[config.mk]
export PLATFORM = sky130hd
export DESIGN_NAME = rf_alu_ctrl
export DESIGN_NICKNAME = d
export VERILOG_FILES = /design/src/rtl/rf_alu_ctrl.sv
export SDC_FILE = /design/constraint.sdc
export NUM_CORES = 1
export LEC_CHECK = 0
export ABC_CLOCK_PERIOD_IN_PS = 2800
export BUFFER_PORTS_ARGS = -buffer_cell sky130_fd_sc_hd__buf_2
export CAP_MARGIN = 10
export CORE_ASPECT_RATIO = 1.75
export CORE_MARGIN = 2
export CORE_UTILIZATION = 46
export DETAILED_ROUTE_END_ITERATION = 12
export HOLD_SLACK_MARGIN = 0.06
export PLACE_DENSITY = 0.8
export SKIP_LAST_GASP = 1
export SYNTH_ARGS = -nofsm -noshare
export SYNTH_HDL_FRONTEND = slang
export SYNTH_SLANG_ARGS = --single-unit
export TNS_END_PERCENT = 5
[constraint.sdc]
create_clock -name Clk -period 2.8 [get_ports Clk]
set_clock_uncertainty 0.15 [all_clocks]
set_input_delay 0.56 -clock Clk [delete_from_list [all_inputs] [get_ports Clk]]
set_output_delay 0.56 -clock Clk [all_outputs]
set_load 0.05 [all_outputs]
[src/rtl/rf_alu_ctrl.sv]
// rtl/rf_alu_ctrl.sv - three-cycle instruction sequencer for the register-file + ALU datapath
// Optional NZCV flag register enabled by defining RF_ALU_CTRL_FLAGS_EN.
module rf_alu_ctrl #(
  parameter int ADDR = 4,
  parameter int SIZE = 32
) (
  input  logic                  Clk,
  input  logic                  Clr,
  input  logic                  Inst_Valid,
  output logic                  Inst_Ready,
  input  logic [7+3*ADDR-1:0]   Inst,
  input  logic [SIZE-1:0]       Inst_Data,
  input  logic                  N,
  input  logic                  Z,
  input  logic                  C,
  input  logic                  V,
  output logic [ADDR-1:0]       R_Addr_A,
  output logic [ADDR-1:0]       R_Addr_B,
  output logic [ADDR-1:0]       R_Addr_C,
  output logic [ADDR-1:0]       W_Addr,
  output logic [3:0]            OP,
  output logic                  SCO,
  output logic                  CF,
  output logic                  VF,
  output logic                  Write_Reg,
  output logic                  Write_Select,
  output logic [SIZE-1:0]       Input_Data,
  output logic [3:0]            Flags,
  output logic                  Busy,
  output logic                  Done
);

  localparam int IW = 7 + 3 * ADDR;

  localparam logic [1:0] KIND_ALU  = 2'b00;
  localparam logic [1:0] KIND_LOAD = 2'b01;
  localparam logic [1:0] KIND_CMP  = 2'b10;

  typedef enum logic [1:0] {
    ST_IDLE = 2'd0,
    ST_READ = 2'd1,
    ST_EXEC = 2'd2
  } state_t;

  state_t            state;
  logic [IW-1:0]     ir;
  logic [SIZE-1:0]   dr;
  logic              ready_q;
  logic              busy_q;
  logic              done_q;
  logic              write_reg_q;
  logic              write_select_q;

  logic [1:0]        ir_kind;
  logic              ir_s;
  logic [3:0]        ir_op;
  logic [ADDR-1:0]   ir_rd;
  logic [ADDR-1:0]   ir_rs1;
  logic [ADDR-1:0]   ir_rs2;

  assign ir_kind = ir[IW-1 -: 2];
  assign ir_s    = ir[IW-3];
  assign ir_op   = ir[IW-4 -: 4];
  assign ir_rd   = ir[3*ADDR-1 -: ADDR];
  assign ir_rs1  = ir[2*ADDR-1 -: ADDR];
  assign ir_rs2  = ir[ADDR-1:0];

  // Sequencer: IDLE -> READ -> EXEC -> IDLE, with every control output registered
  // one state ahead so the outputs are a pure function of the current state.
  always_ff @(posedge Clk) begin
    if (!Clr) begin
      state          <= ST_IDLE;
      ir             <= '0;
      dr             <= '0;
      ready_q        <= 1'b1;
      busy_q         <= 1'b0;
      done_q         <= 1'b0;
      write_reg_q    <= 1'b0;
      write_select_q <= 1'b0;
    end else begin
      case (state)
        ST_IDLE: begin
          if (Inst_Valid) begin
            ir      <= Inst;
            dr      <= Inst_Data;
            state   <= ST_READ;
            ready_q <= 1'b0;
            busy_q  <= 1'b1;
          end
        end
        ST_READ: begin
          state          <= ST_EXEC;
          done_q         <= 1'b1;
          write_reg_q    <= (ir_kind == KIND_ALU) || (ir_kind == KIND_LOAD);
          write_select_q <= (ir_kind == KIND_LOAD);
        end
        ST_EXEC: begin
          state          <= ST_IDLE;
          ready_q        <= 1'b1;
          busy_q         <= 1'b0;
          done_q         <= 1'b0;
          write_reg_q    <= 1'b0;
          write_select_q <= 1'b0;
        end
        default: begin
          state          <= ST_IDLE;
          ready_q        <= 1'b1;
          busy_q         <= 1'b0;
          done_q         <= 1'b0;
          write_reg_q    <= 1'b0;
          write_select_q <= 1'b0;
        end
      endcase
    end
  end

  assign Inst_Ready   = ready_q;
  assign Busy         = busy_q;
  assign Done         = done_q;
  assign Write_Reg    = write_reg_q;
  assign Write_Select = write_select_q;

  assign R_Addr_A   = ir_rs1;
  assign R_Addr_B   = ir_rs2;
  assign R_Addr_C   = ir_rd;
  assign W_Addr     = ir_rd;
  assign OP         = ir_op;
  assign SCO        = ir_s;
  assign Input_Data = dr;

`ifdef RF_ALU_CTRL_FLAGS_EN
  logic [3:0] flags_q;
  logic       flag_update;

  // ALU with S=1 and every CMP commit the ALU flags; LOAD and NOP never touch them.
  assign flag_update = (state == ST_EXEC) &&
                       (((ir_kind == KIND_ALU) && ir_s) || (ir_kind == KIND_CMP));

  // Flag register captures the datapath flags at the edge that ends EXEC.
  always_ff @(posedge Clk) begin
    if (!Clr) begin
      flags_q <= 4'b0000;
    end else if (flag_update) begin
      flags_q <= {N, Z, C, V};
    end
  end

  assign Flags = flags_q;
  assign CF    = flags_q[1];
  assign VF    = flags_q[0];
`else
  logic unused_alu_flags;

  assign unused_alu_flags = ^{N, Z, C, V};
  assign Flags            = 4'b0000;
  assign CF               = 1'b0;
  assign VF               = 1'b0;
`endif

endmodule
==> results of run 1 <==
per-stage QoR:
stage          util [%]  cells  setup WS (ns)  power [mW]  hold slack [ns]
3_5_place_dp       54.2    404           1.02        1.39            0.291
5_1_grt            57.7    420           1.09        2.16            0.317
6_report           57.7    420           1.14        2.06            0.297
2_1_floorplan         -    277           1.39        1.34            0.285
3_3_place_gp       54.2    404           1.08        1.38            0.282
4_1_cts            57.7    420           1.11        2.09            0.300
worst min path at each step:
stage | to | startpoint
after floorplan | ir[17]$_SDFFE_PN0P_ | ir[17]$_SDFFE_PN0P_
after global placement | Inst_Ready$_SDFFE_PN1P_ | Inst_Ready$_SDFFE_PN1P_
after detailed placement | Busy$_SDFFE_PN0P_ | Busy$_SDFFE_PN0P_
after CTS | Busy$_SDFFE_PN0P_ | Busy$_SDFFE_PN0P_
after global routing | ir[0]$_SDFFE_PN0P_ | ir[0]$_SDFFE_PN0P_
final | Busy$_SDFFE_PN0P_ | Busy$_SDFFE_PN0P_
registers in the layout (all words and copies together) (netlist names):
signal / cells
Write_Reg: 1
Write_Select: 1
state: 2
Done: 1
ir: 19
Input_Data: 32
Busy: 1
Inst_Ready: 1
cell type report:
class,instances,area [µm²],share of cell area (%)
Timing Repair Buffer,115,598,19.7
Tap cell,55,68.8,2.27
Inverter,2,7.51,0.248
Multi-Input combinational cell,174,1010,33.4
Clock buffer,14,173,5.70
Sequential cell,58,1160,38.3
Clock inverter,2,10.0,0.330
routing by layer:
layer  wire length (µm)  vias up  share of wire [%]  global-route usage (%)
met5                  0        -                  0                       0
met4                111        0                2.3                    7.69
met3                269        9                5.7                    5.44
met2               2590       68                 55                    30.2
met1               1760      880                 37                    13.9
li1                   -     1009                  -                       -
cells by family after synthesis:
logic type             after synthesis  synth area share, %
AO/OA/AOI/OAI                        4                0.895
buffers and inverters               45                 14.6
flip-flops                          58                 46.2
multiplexers                        51                 20.3
other                                1                0.149
AND/OR/NAND/NOR                    113                 17.9
cell usage in the layout (no fill, tap or decap), types with 2 or more instances in the layout:
master,n
a21oi_1,3
buf_2,111
buf_4,3
clkbuf_1,2
clkbuf_8,12
clkinv_2,2
conb_1,6
dfxtp_1,58
inv_1,2
mux2i_1,51
nand2_1,102
nand2b_1,4
nor2_1,4
power by group through the flow:
stage | logic (mW) | clock network (mW) | registers [mW]
finish | 0.459 | 0.690 | 0.912
global route | 0.488 | 0.750 | 0.919
CTS | 0.463 | 0.712 | 0.913
detailed placement | 0.463 | 0 | 0.930
global placement | 0.457 | 0 | 0.928
floorplan | 0.276 | 0 | 1.06
==> flow_summary.json, run 1 <==
{
  "maxCapViolations": 0,
  "post-route-drc-count": 0,
  "firstDrtPassIters": 4,
  "syn-instance-count": 272,
  "setup_tns_ns": 0,
  "placeableCoreArea_um2": 5260,
  "hold_depth": 2,
  "swShare_pct": 31.9,
  "cp_cell_sequence": "buf_2",
  "port_buffers": 111,
  "crit_end": "W_Addr[3]",
  "power_density_nw_per_um2": 680,
  "grt_pass1_wl_um": 7270,
  "layout-drive-gt1-share_pct": 35.6,
  "wl_per_cell_um": 11.3,
  "cts_sinks": 58,
  "cp-start-kind": "flop",
  "synthTopCellsByCount": "nand2_1 (102), dfxtp_1 (58), mux2i_1 (51), buf_4 (26), buf_2 (9)",
  "synth_top_area_share_pct": 46.2,
  "clock_path_buffers": 2,
  "clkPwrFrac_pct": 33.5,
  "cts-root-buf": "clkbuf_8",
  "ff2ff_path_depth": 3,
  "p_int_mw": 1.40,
  "synthesis.area_um2": 2510,
  "diodes": 0,
  "p_sw_mw": 0.658,
  "io_pins": 122,
  "grt_pass1_vias": 1811,
  "yosys.cell_count.top_type": "nand2_1",
  "clock_latency_ns": 0.32,
  "path_depth": 1,
  "cp.buffers_inverters": 1,
  "die_area_um2": 6100,
  "cpPeakStageDelay_ns": 0.36,
  "yosysSeqAreaShare_pct": 46.2,
  "syn_to_final_growth_pct": 20.5,
  "setup_viol": 0,
  "crit_path_end_kind": "output pin",
  "startpoint": "ir[11]$_SDFFE_PN0P_",
  "grt_remaining_overflow": 0,
  "rr_endpoint": "Input_Data[3]$_SDFFE_PN0P_",
  "fillCellCount": 459,
  "cts_hold_buf": 0,
  "required_ns": 2.09,
  "seqPwrFrac_pct": 44.3,
  "path_class": "reg2out",
  "grtUsageTotal_pct": 15.8,
  "combPwrFrac_pct": 22.3,
  "final_antenna_net_count": 0,
  "hold_class": "reg2reg",
  "r2r_slack_ns": 1.28,
  "grt_setup_unrepaired": "false",
  "place.gp.congestion": 0.736,
  "ys.flop_type": "dfxtp_1",
  "fin_crit_ns": 1.66,
  "hold_violations": 0,
  "antenna_found_initial": 0,
  "synth_top_area_cell": "dfxtp_1",
  "outcome": "finished clean",
  "r2r-start": "state[0]$_SDFFE_PN0P_",
  "cp_max_fo": 3,
  "yosys-top-cells-area": "dfxtp_1 (46%), mux2i_1 (20%), nand2_1 (15%)",
  "worstPathArrival_ns": 0.95,
  "vias": 1966,
  "drt_iter0_drc": 52,
  "peakVddDrop_mv": 0.434,
  "placed_area_um2": 2850,
  "cp_slowest_cell": "dfxtp_1",
  "synth_cell_type_count": 17,
  "ys_warn_count": 0,
  "synth-seq-cells": 58,
  "post_cts_buffers": 0,
  "start_util_pct": 47.9,
  "numCtsBuffers": 9,
  "slew_viol_final": 0,
  "htreeDepth": 3,
  "fmax_ghz": 0.603,
  "synth_edf_count": 0,
  "place_hpwl_um": 3530,
  "routed_wl_um": 4730,
  "final_area_um2": 3030,
  "period_share_pct": 59.2,
  "cts_tree": "done",
  "clk_pin_slew_ns": 0.06,
  "syn_avg_cell_area_um2": 9.25,
  "crit_family": "flip-flops",
  "grt_start_max_net_pins": 56,
  "via_per_inst": 4.68,
  "die_w_um": 59.9,
  "cts_resized": 0,
  "nets": 418,
  "p_leak_nw": 1.57,
  "synth-async-reset-ratio_pct": 0,
  "die_h_um": 102,
  "rows": 35
}
No activity file was read; power rests on OpenSTA's default activity.
==> inputs of run 2 (changes only) <==
ABC_CLOCK_PERIOD_IN_PS = 1400   (was 2800)
CORE_UTILIZATION = 41   (was 46)
PLACE_DENSITY = 0.75   (was 0.8)
clock period = 1.4 ns   (was 2.8 ns; I/O delays follow)
==> run 2 against run 1 <==
Net effect: worst hold slack got worse by 0.21 ns; cell count up 19%; global-route usage rose by 2.6 points; via count increased by 15%; sequential power up 100%; largest power group unchanged; highest routed layer unchanged.
==> flow_summary.json, run 2 (same netlist as run 1, synthesis figures left out) <==
{
  "place.gp.congestion": 0.766,
  "via_per_inst": 4.54,
  "use_met3_pct": 4.81,
  "start_util_pct": 42.4,
  "cp.buffers_inverters": 1,
  "worstPathArrival_ns": 0.95,
  "die_h_um": 108,
  "hold_violations": 0,
  "numCtsBuffers": 9,
  "clk_pin_slew_ns": 0.06,
  "fmax_ghz": 0.726,
  "clock_latency_ns": 0.33,
  "final_common_cell": "buf_2",
  "grt_start_max_net_pins": 40,
  "path_depth": 1,
  "grt_pass1_vias": 2186,
  "p_total_mw": 4.55,
  "cpPeakStageDelay_ns": 0.35,
  "cts_tree": "done",
  "path_class": "reg2out",
  "crit_family": "flip-flops",
  "firstDrtPassIters": 4,
  "peakVddDrop_mv": 0.793,
  "cts_sinks": 58,
  "post-route-drc-count": 0,
  "vias": 2259,
  "grt_pass1_wl_um": 9560,
  "p_leak_nw": 1.84,
  "startpoint": "ir[10]$_SDFFE_PN0P_",
  "port_buffers": 111,
  "met2_usage_pct": 34.0,
  "r2r_slack_ns": 0.05,
  "final_antenna_net_count": 0,
  "period_share_pct": 98.4,
  "cp_max_fo": 3,
  "diodes": 0,
  "slew_viol_final": 0,
  "antenna_found_initial": 0,
  "final_cell_mix": "buf_2 (110), nand2_1 (102), dfxtp_1 (58), mux2i_1 (51), dlygate4sd3_1 (50)",
  "cp_cell_sequence": "buf_2",
  "cts-root-buf": "clkbuf_8",
  "cp-start-kind": "flop",
  "clock_path_buffers": 2,
  "syn_to_final_growth_pct": 46.8,
  "place_hpwl_um": 3800,
  "crit_end": "W_Addr[2]",
  "required_ns": 0.97,
  "power_density_nw_per_um2": 1230,
  "htreeDepth": 3,
  "rows": 37,
  "ff2ff_path_depth": 4,
  "setup_tns_ns": 0,
  "routed_wl_um": 6140,
  "layout-drive-gt1-share_pct": 32.1,
  "outcome": "finished clean",
  "die_area_um2": 6800,
  "cp_slowest_cell": "dfxtp_1",
  "utilization_pct": 62.3,
  "top_usage_layer": "met2",
  "met1_usage_pct": 17.3,
  "fillCellCount": 496,
  "io_pins": 122,
  "final_area_um2": 3690,
  "grt_remaining_overflow": 0,
  "r2r-start": "state[0]$_SDFFE_PN0P_",
  "die_w_um": 63.2,
  "wl_per_cell_um": 12.3,
  "largest_reg_flops": 32,
  "maxCapViolations": 0,
  "nets": 473,
  "rr_endpoint": "Input_Data[1]$_SDFFE_PN0P_",
  "drt_iter0_drc": 101,
  "setup_viol": 0,
  "placed_area_um2": 2930,
  "grt_setup_unrepaired": "true",
  "hold_class": "in2reg",
  "fin_crit_ns": 1.38,
  "crit_path_end_kind": "output pin",
  "placeableCoreArea_um2": 5930,
  "grtUsageTotal_pct": 18.4
}
-- run 2: cell count changes in the layout (fill, tap and decap cells not counted) --
cell	before	now
dlygate4sd3_1	0	50
buf_12	1	4
clkinv_2	2	0
buf_2	111	110
buf_4	3	4
buf_6	0	1
bufinv_16	0	1
clkbuf_16	0	1
clkbuf_8	12	13
-- run 2: how the worst min path moves through the flow --
stage / from / to / depth (start not counted)
after floorplan: Inst[0] / ir[0]$_SDFFE_PN0P_ / 2
after global placement: Inst_Ready$_SDFFE_PN1P_ / Inst_Ready$_SDFFE_PN1P_ / 1
after detailed placement: Busy$_SDFFE_PN0P_ / Busy$_SDFFE_PN0P_ / 2
after CTS: Inst[12] / ir[12]$_SDFFE_PN0P_ / 3
after global routing: Inst[12] / ir[12]$_SDFFE_PN0P_ / 3
final: Inst[12] / ir[12]$_SDFFE_PN0P_ / 3
-- run 2: area by class of cell --
cell class	count	area, µm²	area share (%)
Sequential cell	58	1160	31.4
Clock inverter	1	30.0	0.813
Multi-Input combinational cell	174	1010	27.4
Clock buffer	15	186	5.05
Timing Repair Buffer	170	1200	32.4
Tap cell	78	97.6	2.64
Inverter	2	7.51	0.203
-- run 2: report_power, final --
part           internal, mW  leakage [nW]  switching (mW)  total (mW)
combinational         0.383          1.25           0.707        1.09
sequential             1.77         0.477          0.0588        1.83
clock                  1.02         0.110           0.615        1.63
total                  3.17          1.84            1.38        4.55
-- run 2: per-stage QoR --
step	worst slack, ns	hold slack [ns]	instances
5_1_grt	-0.0276	0.0924	498
6_report	0.0223	0.0908	498
3_3_place_gp	0.0274	0.281	429
4_1_cts	-0.00545	0.0615	495
3_5_place_dp	0.00111	0.292	429
2_1_floorplan	0.190	0.272	277
-- run 2: metal layers --
metal / up-vias / share of wire, %
met5: - / 0
met4: 0 / 3.7
met3: 21 / 5.4
met2: 86 / 54
met1: 1037 / 37
li1: 1115 / -
-- run 2: repair_timing --
item / CTS / global route
cloned: 0 / 1
endpoints found under the setup margin: 4 / 48
endpoints found under the hold margin: 50 / 0
hold buffers: 50 / 0
pin swaps: 0 / 1
resized for setup: 1 / 1
setup buffers: 0 / 2
